### config.mk
export PLATFORM = sky130hd
export DESIGN_NAME = fifo_rd_showahead
export DESIGN_NICKNAME = d
export VERILOG_FILES = /design/src/rtl/fifo_rd_showahead_pkg.sv /design/src/rtl/fifo_rd_ring.sv /design/src/rtl/fifo_rd_showahead.sv
export SDC_FILE = /design/constraint.sdc
export NUM_CORES = 1
export LEC_CHECK = 0
export CAP_MARGIN = 20
export CORE_MARGIN = 2
export CORE_UTILIZATION = 51
export DETAILED_ROUTE_END_ITERATION = 10
export PLACE_DENSITY = 0.88
export SKIP_CTS_REPAIR_TIMING = 1
export SYNTH_ARGS = -nofsm -noshare
export SYNTH_HDL_FRONTEND = slang
export SYNTH_SLANG_ARGS = --single-unit
### constraint.sdc
create_clock -name clk -period 2.6 [get_ports clk]
set_input_delay 0.52 -clock clk [delete_from_list [all_inputs] [get_ports clk]]
set_output_delay 0.52 -clock clk [all_outputs]
set_load 0.01 [all_outputs]
### src/rtl/fifo_rd_showahead_pkg.sv
// Shared helpers for the show-ahead read adapter:
// ring sizing and the legal read-latency range.
package fifo_rd_showahead_pkg;

  localparam int MIN_READ_LATENCY = 1;
  localparam int MAX_READ_LATENCY = 4;

  // Two spare slots beyond the latency keep full rate.
  function automatic int buf_depth(input int read_latency);
    return read_latency + 2;
  endfunction

  function automatic int cnt_width(input int depth);
    return $clog2(depth + 1);
  endfunction

endpackage

### src/rtl/fifo_rd_ring.sv
// Small register ring with push/pop, explicit pointer wrap
// for non-power-of-two depths, and an entry count.
module fifo_rd_ring
  import fifo_rd_showahead_pkg::*;
#(
  parameter int WIDTH = 20,
  parameter int DEPTH = 3,
  parameter int CW    = cnt_width(DEPTH)
) (
  input  logic             clk,
  input  logic             aclr,
  input  logic             i_push,
  input  logic [WIDTH-1:0] i_push_data,
  input  logic             i_pop,
  output logic [WIDTH-1:0] o_data,
  output logic [CW-1:0]    o_count
);

  localparam int PW = $clog2(DEPTH);
  localparam logic [PW-1:0] LAST = PW'(DEPTH - 1);

  logic [WIDTH-1:0] r_mem [DEPTH];
  logic [PW-1:0]    r_wr_ptr;
  logic [PW-1:0]    r_rd_ptr;
  logic [CW-1:0]    r_count;
  logic [PW-1:0]    w_wr_nxt;
  logic [PW-1:0]    w_rd_nxt;

  assign w_wr_nxt = (r_wr_ptr == LAST) ? '0
                  : r_wr_ptr + PW'(1);
  assign w_rd_nxt = (r_rd_ptr == LAST) ? '0
                  : r_rd_ptr + PW'(1);

  // Storage is data-only; validity lives in r_count.
  always_ff @(posedge clk) begin
    if (i_push) begin
      r_mem[r_wr_ptr] <= i_push_data;
    end
  end

  always_ff @(posedge clk or posedge aclr) begin
    if (aclr) begin
      r_wr_ptr <= '0;
      r_rd_ptr <= '0;
      r_count  <= '0;
    end else begin
      if (i_push) begin
        r_wr_ptr <= w_wr_nxt;
      end
      if (i_pop) begin
        r_rd_ptr <= w_rd_nxt;
      end
      unique case ({i_push, i_pop})
        2'b10:   r_count <= r_count + CW'(1);
        2'b01:   r_count <= r_count - CW'(1);
        default: r_count <= r_count;
      endcase
    end
  end

  assign o_data  = r_mem[r_rd_ptr];
  assign o_count = r_count;

endmodule

### src/rtl/fifo_rd_showahead.sv
// Show-ahead valid/ready adapter on a normal-mode FIFO
// read port; credits cover ring entries plus reads in flight.
module fifo_rd_showahead
  import fifo_rd_showahead_pkg::*;
#(
  parameter  int WIDTH        = 20,
  parameter  int READ_LATENCY = 1,
  localparam int BUF_DEPTH    = buf_depth(READ_LATENCY),
  localparam int CW           = cnt_width(BUF_DEPTH)
) (
  input  logic             clk,
  input  logic             aclr,
  output logic             fifo_rdreq,
  input  logic             fifo_empty,
  input  logic [WIDTH-1:0] fifo_q,
  output logic             out_valid,
  output logic [WIDTH-1:0] out_data,
  input  logic             out_ready,
  output logic [CW-1:0]    occupancy
);

  if (READ_LATENCY < MIN_READ_LATENCY ||
      READ_LATENCY > MAX_READ_LATENCY) begin : g_bad_lat
    $error("fifo_rd_showahead: READ_LATENCY %0d illegal",
           READ_LATENCY);
  end

  logic [READ_LATENCY-1:0] r_inflight;
  logic [CW-1:0]           w_inflight_cnt;
  logic [CW-1:0]           w_count;
  logic [CW-1:0]           w_total;
  logic                    w_rdreq;
  logic                    w_capture;
  logic                    w_pop;

  always_comb begin
    w_inflight_cnt = '0;
    for (int i = 0; i < READ_LATENCY; i++) begin
      w_inflight_cnt = w_inflight_cnt + CW'(r_inflight[i]);
    end
  end

  assign w_total = w_count + w_inflight_cnt;

  // Depends on fifo_empty and own state only, never on ready.
  assign w_rdreq = ~aclr & ~fifo_empty &
                   (w_total < CW'(BUF_DEPTH));

  assign w_capture = r_inflight[READ_LATENCY-1];
  assign w_pop     = out_valid & out_ready;

  always_ff @(posedge clk or posedge aclr) begin
    if (aclr) begin
      r_inflight <= '0;
    end else begin
      r_inflight[0] <= w_rdreq;
      for (int i = 1; i < READ_LATENCY; i++) begin
        r_inflight[i] <= r_inflight[i-1];
      end
    end
  end

  fifo_rd_ring #(
    .WIDTH (WIDTH),
    .DEPTH (BUF_DEPTH),
    .CW    (CW)
  ) u_ring (
    .clk         (clk),
    .aclr        (aclr),
    .i_push      (w_capture),
    .i_push_data (fifo_q),
    .i_pop       (w_pop),
    .o_data      (out_data),
    .o_count     (w_count)
  );

  assign fifo_rdreq = w_rdreq;
  assign out_valid  = (w_count != '0);
  assign occupancy  = w_total;

endmodule

==> results.md, run 1 <==
* Clock power frac at 0.237
* PnR worst setup slack at ~0.27 ns
* Slew @ Worst Pin at about 0.41 ns
* Core Region at around 4800 µm²
* Max Buffers Root-to-Sink at 2
* Switching share of total power at 0.305
* Combinational Power Share at 0.368
* Synth-to-layout area growth at 29.1%
* Worst Clk Skew at approximately 0.0054 ns
* Avg Inst Size Synth at 16.1 µm²
* Worst setup EP type: output port
* Place WS at 0.277 ns
* Top-area cell type share of the netlist area at 0.701
* Fmax achieved at around 430 MHz
* Minimum clock period at ~2.3 ns
* # rows at 25
* Port Buffers at 47
* Slowest-stage cell, CP: clkdlybuf4s50_1
* Count of final setup violators at 0
* P_sw at 1080 µW
* GRT overflow at 0
* Final #Nets at approximately 240
* DRT Pass-1 Iters at 4
* Slew margin rel. at 0.724
* Int Pwr at 2470 µW
* Outcome: finished, final reports clean
* Syn Nets at 186
* Buf/Inv on CP at 2
* Largest net degree at the start of global routing at 44
* Post-synthesis cell area at between 2000 and 3000 µm²
* Total GRT Usage at 0.164
* CP cell instances: buf_4, nand2_1, o21ai_1, clkdlybuf4s50_1
* Share of cells above drive strength 1 at 0.113
* CP top delay family: buffers and inverters
* Post-synth ARST share at 0.104
* Register area share after synthesis at 0.769
* Worst hold path class: in -> async
* Clock latency on the worst-skew pair at 0.33 ns
* Most common cell in the synthesized netlist: edfxtp_1
* Top post-synthesis cells by count: edfxtp_1 (60), nand2_1 (21), o21ai_1 (21), mux2i_1 (20), dfrtp_1 (7)
* Synth Instances at 160
* Final Cell Area at between 3000 and 4000 µm²
* Flop pwr share at 0.396
* Post-synth cell types at 20
* CTS tree: yes
* Critical Path Max Stage Delay at 0.58 ns
* Max Slew Vio Count at 0
* Sum Neg Setup Slack at 0 ns
* Fin. Hold Viols at 0
* Die ar. at 5620 µm²
* Most used DFF post-synth: edfxtp_1
* Tcrit/Tclk final at 0.896
* Hpwl dp at between 2000 and 3000 µm
* WL/cell at around 15 µm
* Routability cong. at 0.757
* Vias in the first global route at 1360
* Vias at 1447
* Remaining DRCs at 0
* Top cells by area, synth: edfxtp_1 (70%), mux2i_1 (7.8%), dfrtp_1 (6.8%)
* CP Data Arrival Time at 1.81 ns
* Number of synthesized register bits at 67
* Filler Cell Count at ~350
* Max H-tree Level at 3
* LEAKAGE at 0.00121 µW
* Synth warn at 0
* Ant diodes at 0
* Startpoint Class: flop
* PD cells at 1070 nW/µm²
* Setup CP Type: reg -> out
* Final hold slack at about 0.45 ns
* ANT nets after route at 0
* Drt via density at 5.02
* First-pass GRT wire length at around 6400 µm
* Critical Path RT at 2.08 ns
* # Max-Cap Violations at 0
* Post-synth top area cell: edfxtp_1
* DIE HEIGHT at 75.0 µm
* RSZ-0062 raised after global routing: false
* Peak supply drop at 0.555 mV
* Clk root buf: clkbuf_8
* CTS clk-pin slew, worst paths at 0.07 ns
* Crit path max fanout at 43
* Clock tree sinks at 67
* Final WL at 4180 µm
* Number of synthesized flops with an enable pin at 60
* Area post-placement at between 3000 and 4000 µm²
* Die width at 75.0 µm
* Initial antenna violation count at 0
* Initial Utilization at 0.537
* CTS buffer count at 9
* Iteration-0 DRC Markers at approximately 60
* I/O pin count at between 40 and 50
==> cell families after synthesis <==
family	after synthesis	synth area share
adders and majority gates	2	0.00974
buffers and inverters	12	0.0282
and+or+nand+nor	29	0.0467
xor gates and xnor gates	4	0.0136
DFF	67	0.769
AOI/OAI and AO/OA	26	0.0545
muxes	20	0.0779
==> registers in the layout, summed over array words and instances, names as in the netlist <==
name,flops
r_inflight,1
u_ring.o_count,2
u_ring.r_mem,60
u_ring.r_rd_ptr,2
u_ring.r_wr_ptr,2
==> layer usage <==
layer,global-route usage,share of wire
met5,0,0
met4,0.0595,0.013
met1,0.192,0.42
met2,0.274,0.52
met3,0.0656,0.056
==> stage by stage <==
stage	cells	power, µW	utilization
after CTS	288	3600	0.693
after global routing	288	3770	0.693
after detailed placement	272	2750	0.651
after floorplan	160	2150	-
final	288	3550	0.693
after global placement	272	2720	0.651
==> final cells by class <==
cell class                 count  area [µm²]  share of cell area
timing repair buffer          53         518               0.156
clock buffer                   9         124              0.0373
inverter                       4        15.0             0.00453
sequential                    67        1980               0.596
tap                           67        83.8              0.0253
multi-input combinational     81         526               0.158
clock inverter                 7        73.8              0.0223
==> power groups by stage <==
| stage | registers (µW) | clock network, µW | logic [µW] |
|---|---|---|---|
| final | 1410 | 840 | 1310 |
| after global routing | 1420 | 913 | 1430 |
| after CTS | 1410 | 859 | 1330 |
| after detailed placement | 1430 | 0 | 1320 |
| after global placement | 1420 | 0 | 1300 |
| after floorplan | 1410 | 0 | 740 |
==> worst paths after layout <==
| check | startpoint | end | slack [ns] | cells after the start |
|---|---|---|---|---|
| max reg2reg | u_ring.o_count[0] | u_ring.o_count[1] | 1.10 | 5 |
| max in group asynchronous | aclr | u_ring.r_rd_ptr[1] | 1.93 | 2 |
| min in group clk | u_ring.r_wr_ptr[1] | u_ring.r_wr_ptr[1] | 0.49 | 1 |
| min | aclr | r_inflight | 0.45 | 2 |
| min reg2reg | u_ring.r_wr_ptr[1] | u_ring.r_wr_ptr[1] | 0.49 | 1 |
| max | u_ring.r_rd_ptr[1] | out_data[15] | 0.27 | 4 |
==> cell usage in the layout (no fill, tap or decap), types with 2 or more instances in the layout <==
master and count:
edfxtp_1 60, clkdlybuf4s50_1 46, o21ai_1 21, nand2_1 21, mux2i_1 20, clkbuf_8 9, dfrtp_1 7, buf_4 6
inv_1 4, a21o_1 3, inv_6 3, xnor2_1 2, xor2_1 2, nand2b_1 2, nor2_2 2, ha_1 2
clkinv_2 2
(Power assumes the default switching activity.)
==> run 2, diff against run 1 <==
--- a/config.mk
+++ b/config.mk
@@ -9,6 +9,7 @@
 export CORE_MARGIN = 2
 export CORE_UTILIZATION = 51
 export DETAILED_ROUTE_END_ITERATION = 10
+export GPL_ROUTABILITY_DRIVEN = 0
 export PLACE_DENSITY = 0.88
 export SKIP_CTS_REPAIR_TIMING = 1
 export SYNTH_ARGS = -nofsm -noshare
==> results of run 2 <==
Final layout, timing and power as in run 1 (identical DEF).
==> run 3, diff against run 2 <==
--- a/config.mk
+++ b/config.mk
@@ -11,7 +11,9 @@
 export DETAILED_ROUTE_END_ITERATION = 10
 export GPL_ROUTABILITY_DRIVEN = 0
 export PLACE_DENSITY = 0.88
+export SETUP_SLACK_MARGIN = 0.4
 export SKIP_CTS_REPAIR_TIMING = 1
+export SLEW_MARGIN = 40
 export SYNTH_ARGS = -nofsm -noshare
 export SYNTH_HDL_FRONTEND = slang
 export SYNTH_SLANG_ARGS = --single-unit
==> run 3 against run 2 <==
Effect of this change: utilization is 1.2 points higher; non-clock buffer count unchanged; hold slack about the same; total power is 1.5% lower; via count fell by 0.14%; clock-buffer cell count is the same; sequential share of layout area down 1.0 points; cell count is the same; clock skew about the same; worst setup slack gained 0.18 ns.
==> results.md, run 3 (same netlist as run 1, synthesis figures left out) <==
* Share of cells above drive strength 1 at 0.113 (unchanged)
* DR top layer: met4
* DRT Pass-1 Iters at 4 (unchanged)
* Buf/Inv on CP at 1 (-1)
* CTS clk-pin slew, worst paths at 0.07 ns (about the same)
* GRT overflow at 0 (unchanged)
* Remaining DRCs at 0 (unchanged)
* Startpoint Class: flop
* Critical Path Max Stage Delay at 0.43 ns (-0.15 ns)
* Clock power frac at 0.240 (+0.003)
* CTS tree: yes
* CP Data Arrival Time at 1.63 ns (-0.18 ns)
* Minimum clock period at 2.15 ns (-0.181 ns)
* Final #Nets at 242 (unchanged)
* Inst Count DP at 272 (unchanged)
* Initial antenna violation count at 0 (unchanged)
* Count of final setup violators at 0 (unchanged)
* ANT nets after route at 0 (unchanged)
* Total GRT Usage at 0.164 (unchanged)
* CTS buffer count at 9 (unchanged)
* Iteration-0 DRC Markers at 43 (-27%)
* Metal3 WL at 224 µm (-4.3%)
* Peak supply drop at 0.562 mV (+1.4%)
* Setup CP Type: reg -> out
* Tcrit/Tclk final at 0.827 (-0.0696)
* Hpwl dp at 2600 µm (unchanged)
* Drt via density at 5.02 (-0.14%)
* Met2 wire length at 2280 µm (+5.7%)
* Critical Path RT at 2.08 ns (about the same)
* Max FFs per register at 60 (unchanged)
* Slew @ Worst Pin at 0.363 ns (-0.0511 ns)
* Flop pwr share at 0.402 (+0.006)
* Worst hold path class: in -> async
* Die ar. at 5620 µm² (unchanged)
* Slew margin rel. at 0.757 (+0.0325)
* First-pass GRT wire length at 6380 µm (unchanged)
* Die width at 75.0 µm (unchanged)
* # Max-Cap Violations at 0 (unchanged)
* Switching share of total power at 0.309 (+0.00474)
* Ant diodes at 0 (unchanged)
* Synth-to-layout area growth at 31.4%
* CP cell instances: ha_1, xor2_1, a211oi_1, dlymetal6s2s_1
* Area occupied by multi-input gates at 526 µm² (unchanged)
* Sum Neg Setup Slack at 0 ns (unchanged)
* DIE HEIGHT at 75.0 µm (unchanged)
* Fin. Hold Viols at 0 (unchanged)
* P_sw at 1080 µW (about the same)
* Core Region at 4790 µm² (unchanged)
* Vias in the first global route at 1360 (unchanged)
* Combinational Power Share at 0.358 (-0.010)
* Max Buffers Root-to-Sink at 2 (unchanged)
* Final WL at 4260 µm (+2.0%)
* Commonest non-fill, non-tap cell in the layout: edfxtp_1
* I/O pin count at 48 (unchanged)
* CP top delay family: flip-flops
* Filler Cell Count at 344 (-2.3%)
* LEAKAGE at 0.00143 µW (+18%)
* Fmax achieved at 465 MHz (+8.4%)
* PD cells at 1040 nW/µm² (-3.2%)
* Largest net degree at the start of global routing at 44 (unchanged)
* WL/cell at 14.8 µm (+2.0%)
* Worst setup EP type: output port
* M1 WL at 1710 µm (-1.6%)
* Clock latency on the worst-skew pair at 0.33 ns (about the same)
* RSZ-0062 raised after global routing: true
* # rows at 25 (unchanged)
* Port Buffers at 47 (unchanged)
* Initial Utilization at 0.537 (unchanged)
* Most frequent cells in the layout: edfxtp_1 (60), clkdlybuf4s50_1 (24), dlymetal6s2s_1 (23)
* Clk root buf: clkbuf_8
* Max Slew Vio Count at 0 (unchanged)
* Worst Clk Skew at 0.00580 ns (+0.000444 ns)
* Crit path max fanout at 5 (-88%)
* Clock tree sinks at 67 (unchanged)
* Seq. cell area at 1980 µm² (unchanged)
* Slowest-stage cell, CP: dfrtp_1
* Int Pwr at 2420 µW (-2.1%)
* Outcome: finished, final reports clean
* Vias at 1445 (-0.14%)
* Largest Register: u_ring.r_mem
* Final Non-Filler Cells at 288 (unchanged)
* Max H-tree Level at 3 (unchanged)
-- run 3: stage by stage --
step                      worst slack, ns  hold slack, ns  area, µm²  utilization  total power, µW
final                               0.451           0.452       3380        0.705             3500
after global routing                0.346           0.504       3380        0.705             3710
after CTS                          0.0316           0.457       3310        0.693             3600
after detailed placement            0.277           0.484       3120        0.651             2750
after global placement              0.263           0.473       3120        0.651             2720
after floorplan                     0.793           0.323       2570            -             2150
-- run 3: cell type report --
class / instances / share of cell area
clock buffers: 9 / 0.0367
inverters: 4 / 0.00445
flip-flops and latches: 67 / 0.586
well taps: 67 / 0.0248
repair buffers: 53 / 0.171
multi-input cells: 81 / 0.156
clock inverters: 7 / 0.0219
-- run 3: metal layers --
| metal | global-route usage | up-vias |
|---|---|---|
| met5 | 0 | - |
| met4 | 0.0595 | 0 |
| met1 | 0.192 | 700 |
| li1 | - | 702 |
| met3 | 0.0656 | 4 |
| met2 | 0.274 | 39 |
-- run 3: final timing paths --
check | start | slack (ns) | endpoint | depth (start not counted)
max reg2reg | u_ring.o_count[0] | 1.07 | u_ring.o_count[1] | 5
min in group clk | u_ring.r_wr_ptr[1] | 0.50 | u_ring.r_wr_ptr[1] | 1
max in group asynchronous | aclr | 1.93 | u_ring.r_rd_ptr[1] | 2
max | u_ring.o_count[0] | 0.45 | fifo_rdreq | 4
min reg2reg | u_ring.r_wr_ptr[1] | 0.50 | u_ring.r_wr_ptr[1] | 1
min | aclr | 0.45 | r_inflight | 2
-- run 3: power groups by stage --
stage          Combinational (µW)  Sequential [µW]  Clock [µW]
2_1_floorplan                 740             1410           0
3_3_place_gp                 1300             1420           0
3_5_place_dp                 1320             1430           0
4_1_cts                      1330             1410         859
5_1_grt                      1370             1420         911
6_report                     1250             1410         841
